$ cat config.mk
export PLATFORM = sky130hd
export DESIGN_NAME = timer_event_ctrl
export DESIGN_NICKNAME = d
export VERILOG_FILES = /design/src/rtl/timer_event_ctrl.sv
export SDC_FILE = /design/constraint.sdc
export NUM_CORES = 1
export LEC_CHECK = 0
export CORE_MARGIN = 5
export CORE_UTILIZATION = 43
export CTS_CLUSTER_SIZE = 24
export DETAILED_ROUTE_END_ITERATION = 7
export HOLD_SLACK_MARGIN = 0.05
export PLACE_DENSITY_LB_ADDON = 0.2
export SYNTH_ARGS = -nofsm -noshare
export SYNTH_HDL_FRONTEND = slang
export SYNTH_SLANG_ARGS = --single-unit
$ cat constraint.sdc
create_clock -name clk -period 2.9 [get_ports clk]
set_input_delay 0.58 -clock clk [delete_from_list [all_inputs] [get_ports clk]]
set_output_delay 0.58 -clock clk [all_outputs]
set_load 0.005 [all_outputs]
$ cat src/rtl/timer_event_ctrl.sv
// Consumer of the gray/binary cascade timer: decodes the count, detects alarm
// matches and wakeup edges, and reports counted events through a level IRQ.
module timer_event_ctrl #(
    parameter int unsigned CW = 20,
    parameter int unsigned GN = 3,
    parameter int unsigned EW = 8
) (
    input  logic          clk,
    input  logic          clr_n,
    input  logic [CW-1:0] cnt_in,
    input  logic          wakeup_in,
    input  logic [CW-1:0] cmp_val,
    input  logic          cmp_en,
    input  logic          snap_req,
    input  logic          irq_ack,
    output logic [CW-1:0] cnt_bin,
    output logic [CW-1:0] cnt_snap,
    output logic          snap_vld,
    output logic          irq,
    output logic [EW-1:0] evt_cnt,
    output logic          ovf
);

    typedef enum logic [1:0] {IDLE, PEND, ACKW} state_t;

    localparam logic [EW:0] EVT_MAX = {1'b0, {EW{1'b1}}};

    state_t        state;
    logic          wake_q;
    logic          snap_q;
    logic          match_q;
    logic          pend_f;
    logic [CW-1:0] dec;
    logic          match;
    logic          wk_evt;
    logic          cmp_evt;
    logic          snap_evt;
    logic          has_evt;
    logic          ack_acc;
    logic [1:0]    inc;
    logic [EW:0]   sum;

    function automatic logic [3:0] gray2bin(input logic [3:0] g);
        logic [3:0] b;
        b[3] = g[3];
        b[2] = b[3] ^ g[2];
        b[1] = b[2] ^ g[1];
        b[0] = b[1] ^ g[0];
        return b;
    endfunction

    always_comb begin
        dec = cnt_in;
        for (int unsigned n = 0; n < GN; n++)
            dec[4*n +: 4] = gray2bin(cnt_in[4*n +: 4]);
    end

    assign match    = cmp_en & (cnt_bin == cmp_val);
    assign wk_evt   = wakeup_in & ~wake_q;
    assign cmp_evt  = match & ~match_q;
    assign snap_evt = snap_req & ~snap_q;
    assign inc      = {1'b0, wk_evt} + {1'b0, cmp_evt};
    assign has_evt  = wk_evt | cmp_evt;
    assign ack_acc  = (state == PEND) & irq_ack;
    assign sum      = {1'b0, evt_cnt} + {{(EW-1){1'b0}}, inc};

    always_ff @(posedge clk or negedge clr_n) begin
        if (!clr_n) begin
            cnt_bin  <= '0;
            cnt_snap <= '0;
            snap_vld <= 1'b0;
            wake_q   <= 1'b0;
            snap_q   <= 1'b0;
            match_q  <= 1'b0;
        end else begin
            cnt_bin  <= dec;
            wake_q   <= wakeup_in;
            snap_q   <= snap_req;
            match_q  <= match;
            snap_vld <= snap_evt;
            if (snap_evt)
                cnt_snap <= cnt_bin;
        end
    end

    // Events arriving in the ack cycle seed the fresh count instead of being dropped.
    always_ff @(posedge clk or negedge clr_n) begin
        if (!clr_n) begin
            evt_cnt <= '0;
            ovf     <= 1'b0;
        end else if (ack_acc) begin
            evt_cnt <= {{(EW-2){1'b0}}, inc};
            ovf     <= 1'b0;
        end else if (sum > EVT_MAX) begin
            evt_cnt <= '1;
            ovf     <= 1'b1;
        end else begin
            evt_cnt <= sum[EW-1:0];
        end
    end

    always_ff @(posedge clk or negedge clr_n) begin
        if (!clr_n) begin
            state  <= IDLE;
            irq    <= 1'b0;
            pend_f <= 1'b0;
        end else begin
            case (state)
                IDLE: begin
                    irq <= 1'b0;
                    if (has_evt || pend_f) begin
                        state  <= PEND;
                        irq    <= 1'b1;
                        pend_f <= 1'b0;
                    end
                end
                PEND: begin
                    irq <= 1'b1;
                    if (irq_ack) begin
                        state  <= ACKW;
                        irq    <= 1'b0;
                        pend_f <= has_evt;
                    end
                end
                ACKW: begin
                    irq <= 1'b0;
                    if (has_evt)
                        pend_f <= 1'b1;
                    if (!irq_ack)
                        state <= IDLE;
                end
                default: begin
                    state <= IDLE;
                    irq   <= 1'b0;
                end
            endcase
        end
    end

endmodule

* Word-level counts from Yosys, hierarchy flattened *
Index checks and enable logic that the tools add are counted.

word-level totals
  register bits = 57
  input bits = 46
  output and inout bits = 51
  logic and storage cells = 60

cells by class
  $add $sub $neg = 2
  magnitude comparators = 1
  eq/ne operators = 7
  muxes and demuxes = 15
  bitwise gates (word level) = 18
  reductions and logical operators = 6

operators by type and width
  operator              number
  $eq A20 B20 Y1        1
  $mux W8               2
  $add A8 B2 Y9         1
  $gt A9 B8 Y1 const B  1
  $xor A1 B1 Y1         9
  $ne A2 B2 Y1 const B  4
  $mux W1               7
  $mux W2               3
  $pmux W2 S3           1
  $and A1 B1 Y1         5
  $reduce_and A4 Y1     1
  $not A1 Y1            3
  $pmux W1 S3           1
  $reduce_and A3 Y1     1
  $reduce_bool A3 Y1    1
  $add A1 B1 Y2         1
  $eq A2 B1 Y1 const B  1
  $eq A2 B2 Y1 const B  1
  $logic_not A2 Y1      1
  $pmux W1 S2           1
  $reduce_bool A2 Y1    1
  $logic_or A1 B1 Y1    1
  $or A1 B1 Y1          1

* Logic depth before layout (Yosys ltp) *
Gate-level depths: netlist of the first run.

  depth in word-level cells = 8
  depth in mapped cells = 11
  depth with buffers taken out = 11

* Least setup slack after synthesis of the first run *
OpenSTA, ideal clock, no wires.

  path type = input-to-reg
  start = input cmp_val[7]
  end = register evt_cnt[4]
  library setup time = 0.135 ns
  arrival time = 2.404 ns
  required time = 2.765 ns
  slack = 0.362 ns
  cell stages on the path = 10
  buffers on the path = 0
  cell sequence = xnor2_1 -> nand4_1 -> nor3_1 -> nand4b_1 -> ha_1 -> ha_1 -> fa_1 -> a31o_2 -> nand2_1 -> a21oi_1

on the way
  word-level cells in the longest chain between the ends = 8

RTL lines
  element               RTL line  source
  start, declared       12        input logic [CW-1:0] cmp_val,
  $eq A20 B20 Y1 *      58        assign match = cmp_en & (cnt_bin == cmp_val);
  $and A1 B1 Y1 *       58
  $and A1 B1 Y1 *       60        assign cmp_evt = match & ~match_q;
  $add A1 B1 Y2 *       62        assign inc = {1'b0, wk_evt} + {1'b0, cmp_evt};
  $add A8 B2 Y9 *       65        assign sum = {1'b0, evt_cnt} + {{(EW-1){1'b0}}, inc};
  $gt A9 B8 Y1          94        end else if (sum > EVT_MAX) begin
  $mux W8 *             94
  $mux W8 *             91        end else if (ack_acc) begin
  end signal, assigned  92        evt_cnt <= {{(EW-2){1'b0}}, inc};
  end signal, assigned  98        evt_cnt <= sum[EW-1:0];
  end, declared         20        output logic [EW-1:0] evt_cnt,

Every way passes the cells marked *; elsewhere a longest branch is shown, timed or not.
A chain may end at the register's enable or synchronous reset.

* Worst setup path in the final report of the first run *
  start = input cmp_val[4]
  end = register evt_cnt[6]

Same word-level chain as after synthesis.

==> metrics, run 1 <==
Detailed Route Iter0 Violations=60; largest net degree at the start of global routing=58; placed cells=350; Sink Count=57; Yosys warning total=0; port buffer count=96; Commonest cells post-synth=dfrtp_1, mux2_2, xnor2_1; most numerous cell in the Yosys netlist=dfrtp_1; status=completed; drt first pass iters=4; fraction of layout cells with a size suffix above 1=between 15 and 20%; clock latency on the worst-skew pair=~0.32 ns; capturing element type of the critical path=register; core area=between 5000 and 6000 sq um; row count=27; critical-path maximum fanout=4; WL/cell=15.3 microns; Final Cell Area=approximately 3700 sq um; Max clock buf depth=2; Slew HR=between 50% and 60%; Avg Cell Area, Syn=about 13 sq um; slowest library cell on the worst path=clkdlybuf4s50_1; crit path kind=primary input to register; fin worst setup slack=roughly 0.12 ns; Async SR Flop Fraction=100%; setup TNS=0 ns; critical path required time=~3.1 ns; Final Skew=~0.007 ns; Net Count, Synth=approximately 240; leading area contributor after synthesis=dfrtp_1; total track usage=between 10% and 20%; #FFs+latches synth=57; Ant. Diodes=0; synthesized area=2400 sq um; CTS tree=built; global-route wire length before repair=roughly 8900 microns; Area after DPL=3460 sq um; top cells by area, synth=dfrtp_1, mux2_2, xnor2_1; Reg power frac=a little over two fifths; Inserted Clock Buffers=9; Register-to-Register Setup Slack=~0.25 ns; switch share=a little over a quarter; CP Cell Sequence=clkdlybuf4s50_1 -> xor2_1 -> nor3_2 -> buf_4 -> nand4b_1 -> ha_1 -> ha_4 -> fa_2 -> nand4_1 -> nor4bb_2 -> nor3_2; combinational power share=around 29%; vias post-DR=between 1500 and 2000; initial antenna violation count=0; max-cap violations=0; fin crit share=between 90% and 100%; GPL Wtd Cong=roughly 0.75; total power=2.39 mW; # hold bufs at CTS=0; leakage=1.69 nW; CTS Root Cell=clkbuf_8; switching power=~0.65 mW; Nets=346; final number of setup-violating endpoints=0; Worst R2R Start=cnt_bin[19]; Post-Route WL=between 5000 and 6000 microns; antenna viol nets, final=0; io pins=97; routed vias/inst=about 4.7; die width=between 80 and 90 microns; die area=between 7000 and 8000 sq um; H-tree levels=3; main flop type after synthesis=dfrtp_1; CP startpoint kind=primary input; synthesis-to-layout area growth=56.0%; worst reg2reg path depth=11; Power Internal=roughly 1.7 mW; final hold violation count=0; top cell type's share of synthesized area=between 50 and 60%; fillers=about 450; fin cells=about 370; VDD IR max=329 uV; pins over their slew limit=0; PD cells=approximately 640 nW/um^2; Die Y=84.7 microns; Post-synth EDFFs=0; DP Worst Slack=-0.439 ns; critical path's most frequent cell=nor3_2; minimum clock period=2.78 ns; DRC=0; Syn Inst Count=roughly 180; Initial Util=between 40% and 50%; Crit path arrival time=between 2 and 3 ns; Synth cell types=31; total gr overflow=0; reg-to-reg endpoint=evt_cnt[6]; Least-Margin Pin Slew=roughly 0.71 ns; HPWL after DPL=4130 microns; sequential share of the synthesized area=slightly below 60%; CP peak stage delay=approximately 0.4 ns; CP delay by family, top=simple AND/OR/NAND/NOR gates; number of global-route vias before repair=approximately 1900; clk slew on worst S/H paths=0.06 ns; f_max=360 MHz; Final Util=68.4%; Clock power frac=between 20 and 30%; crit path buf inv count=2; Hold Slack=between 0.4 and 0.5 ns; worst min path class=primary input to asynchronous set/reset pin
## what timing repair did
action | 4_1_cts | 5_1_grt
setup endpoints to repair | 7 | 9
pin swaps | 1 | 23
gates resized for setup | 4 | 18
setup buffers | 1 | 2
## sequential cells by signal, indices dropped and copies added (netlist names)
signal	count
ovf	1
cnt_snap	20
cnt_bin	20
snap_q	1
match_q	1
pend_f	1
snap_vld	1
state	2
irq	1
wake_q	1
evt_cnt	8
## cell usage in the layout, fill, tap and decap left out, types with 2 or more instances in the layout
cell type        count
xnor2_1             19
nor2_1               6
nand2_1              6
o21ai_0              2
xor2_1              12
nor3_2               3
ha_1                 6
a21oi_1              9
buf_4                7
nand4_1              5
mux2_2              22
clkbuf_8            12
nor2_2               2
inv_1                7
clkdlybuf4s50_1     83
and3_1               2
dlymetal6s2s_1      12
clkinv_2             3
dfrtp_1             57
nand2b_1             3
## power by group through the flow
stage	clock, mW	combinational [mW]	sequential (mW)
2_1_floorplan	0	0.290	1.05
3_3_place_gp	0	0.671	1.05
3_5_place_dp	0	0.684	1.05
4_1_cts	0.676	0.690	1.04
5_1_grt	0.719	0.752	1.07
6_report	0.657	0.689	1.04
## worst max path at each step
stage,start,end,slack (ns),depth (start not counted)
detailed placement,cmp_val[17],evt_cnt[5],-0.44,13
finish,cmp_val[4],evt_cnt[6],0.12,11
floorplan,cmp_val[7],evt_cnt[4],0.36,10
global placement,cmp_val[19],evt_cnt[3],-0.39,13
CTS,cmp_val[17],evt_cnt[6],0.003,12
global route,cmp_val[2],evt_cnt[6],-0.02,11
## per-layer routing
| metal | up-vias | GRT usage [%] | routed length, microns |
|---|---|---|---|
| li1 | 840 | - | - |
| met1 | 834 | 18.2 | 2250 |
| met2 | 61 | 26.4 | 2770 |
| met3 | 10 | 6.48 | 499 |
| met4 | 0 | 7.77 | 101 |
| met5 | - | 0 | 0 |
## logic make-up (layout without fill, tap and decap cells)
group           count (synthesis)  count (layout)  synth area share, %
simple gates                   36              36                 8.34
compound gates                 16              16                 4.07
flops                          57              57                 59.4
mux                            22              22                 10.3
xor+xnor                       32              32                 11.7
buf+inv                        10             125                 1.67
fa+ha+maj                       8               8                 4.48
## cell type report
type                    instances  area (sq um)  share of cell area (%)
clock buffers                  12           165                    4.41
clock inverters                 3          15.0                   0.401
inverters                       7          26.3                   0.702
multi-input cells             114           982                    26.2
flip-flops and latches         57          1430                    38.1
well taps                      72          90.1                    2.41
repair buffers                103          1040                    27.7
(Power assumes the default switching activity.)
==> inputs of run 2 (changes only) <==
Settings changed: SKIP_LAST_GASP from default to 1.
==> results of run 2 <==
No change in the layout: final DEF, timing and power equal those of run 1.
==> inputs of run 3 (changes only) <==
Settings changed: CORE_UTILIZATION 43 to 60, DONT_BUFFER_PORTS from default to 1, SLEW_MARGIN from default to 25.
==> run 3 against run 2 <==
Final cell count down 33%. Clock skew down 0.00095 ns. Sequential share of layout area up 15 points. Critical path depth unchanged. Via count down 18%.
==> metrics, run 3 (synthesis results as in run 1) <==
Ant. Diodes=0; critical path required time=between 3 and 4 ns; most frequent cells in the layout=dfrtp_1, mux2_2, xnor2_1; combinational power share=about 17%; CTS tree=built; setup TNS=0 ns; final number of setup-violating endpoints=0; row count=23; critical-path maximum fanout=6; pins over their slew limit=0; Initial Util=between 60% and 70%; Slew HR=about a third; leakage=about 1.2 nW; global-route wire length before repair=approximately 7800 microns; die width=73.2 microns; final hold violation count=0; H-tree levels=3; status=completed; Sink Count=57; Post-Route WL=just under 5000 microns; switching power=slightly above 0.6 mW; WL/cell=a little over 20 microns; number of setup buffers added after CTS=0; synthesis-to-layout area growth=11.4%; Die Y=73.2 microns; CP delay by family, top=adder cells; commonest non-fill, non-tap cell in the layout=dfrtp_1; routed vias/inst=5.84; core area=between 3000 and 4000 sq um; worst min path class=primary input to asynchronous set/reset pin; total gr overflow=0; Power Internal=between 1.5 and 2 mW; switch share=28.7%; crit path kind=register to register; Reg power frac=between 50% and 60%; Hold Slack=0.0981 ns; total track usage=between 20% and 30%; clk slew on worst S/H paths=roughly 0.06 ns; critical path's most frequent cell=ha_1; io pins=97; RSZ-0062 raised after global routing=no; largest net degree at the start of global routing=between 50 and 60; Detailed Route Iter0 Violations=between 80 and 90; number of global-route vias before repair=between 1500 and 2000; f_max=approximately 370 MHz; GPL Wtd Cong=between 0.8 and 0.9; DRC=0; VDD IR max=roughly 470 uV; Clock power frac=about a third; clock latency on the worst-skew pair=approximately 0.33 ns; die area=between 5000 and 6000 sq um; port buffer count=0; CP peak stage delay=0.44 ns; max-cap violations=0; Register-to-Register Setup Slack=about 0.21 ns; PD cells=~800 nW/um^2; antenna viol nets, final=0; slowest library cell on the worst path=fa_1; fraction of layout cells with a size suffix above 1=between 20% and 30%; Worst R2R Start=cnt_bin[0]; drt first pass iters=4; Nets=approximately 240; largest registers=cnt_bin x20, cnt_snap x20, evt_cnt x8; minimum clock period=between 2 and 3 ns; Inserted Clock Buffers=9; capturing element type of the critical path=register; initial antenna violation count=0; HPWL after DPL=approximately 3700 microns; reg-to-reg endpoint=evt_cnt[3]; crit path buf inv count=1; CTS Root Cell=clkbuf_8; Final Skew=~0.006 ns; Max clock buf depth=2; Crit path arrival time=~2.9 ns; CP startpoint kind=register; vias post-DR=between 1000 and 1500; fin crit share=between 90% and 100%; total power=~2.1 mW; Least-Margin Pin Slew=about 1.0 ns; WP depth=11; worst reg2reg path depth=11; CP Cell Sequence=xnor2_1 -> nand4_1 -> nor3_2 -> nand4b_1 -> ha_1 -> ha_1 -> fa_1 -> inv_1 -> nor2_1 -> nand2_1 -> a21oi_1
==> run 3: through the flow <==
| stage | std cells | setup slack (ns) | util [%] | cell area [sq um] |
|---|---|---|---|---|
| final | 245 | 0.212 | 67.8 | 2670 |
| after global routing | 245 | 0.0509 | 67.8 | 2670 |
| after CTS | 245 | 0.123 | 67.7 | 2670 |
| after detailed placement | 228 | 0.0126 | 62.1 | 2450 |
| after global placement | 228 | 0.0821 | 62.1 | 2450 |
| after floorplan | 181 | 0.362 | - | 2400 |
==> run 3: how the worst max path moves through the flow <==
stage | startpoint | end | slack [ns]
floorplan | cmp_val[7] | evt_cnt[4] | 0.36
global placement | cmp_val[0] | evt_cnt[2] | 0.08
detailed placement | cmp_val[0] | evt_cnt[3] | 0.01
CTS | cnt_bin[0] | evt_cnt[3] | 0.12
global route | cnt_bin[0] | evt_cnt[5] | 0.05
finish | cnt_bin[0] | evt_cnt[3] | 0.21
==> run 3: power by group through the flow <==
stage	combinational [mW]	clock [mW]	sequential, mW
3_3_place_gp	0.320	0	1.08
5_1_grt	0.414	0.753	1.10
6_report	0.365	0.691	1.08
4_1_cts	0.369	0.708	1.08
2_1_floorplan	0.290	0	1.05
3_5_place_dp	0.348	0	1.10
==> run 3: worst reg2reg max path, stage by stage (launching register included) <==
cell and delay, ns:
dfrtp_1 0.41, xnor2_1 0.25, nand4_1 0.14, nor3_2 0.23, nand4b_1 0.13, ha_1 0.33
ha_1 0.22, fa_1 0.44, inv_1 0.09, nor2_1 0.06, nand2_1 0.17, a21oi_1 0.10
==> run 3: cell type report <==
cell class | instances | area, sq um
clock inverter | 2 | 10.0
tap | 50 | 62.6
inverter | 7 | 26.3
multi-input combinational | 114 | 938
sequential | 57 | 1430
timing repair buffer | 1 | 27.5
clock buffer | 14 | 183
fill | 274 | 1270
==> run 3: what timing repair did <==
action / CTS / global route
endpoints found under the setup margin: 0 / 4
hold buffers: 1 / 0
endpoints found under the hold margin: 57 / 0
resized for setup: 0 / 1
==> run 3: routing by layer <==
layer / vias up / GRT usage (%) / part of all wire, %
li1: 642 / - / -
met4: 0 / 12.3 / 2.8
met3: 12 / 8.82 / 9.9
met1: 711 / 20.0 / 33
met2: 66 / 34.1 / 54
met5: - / 0 / 0
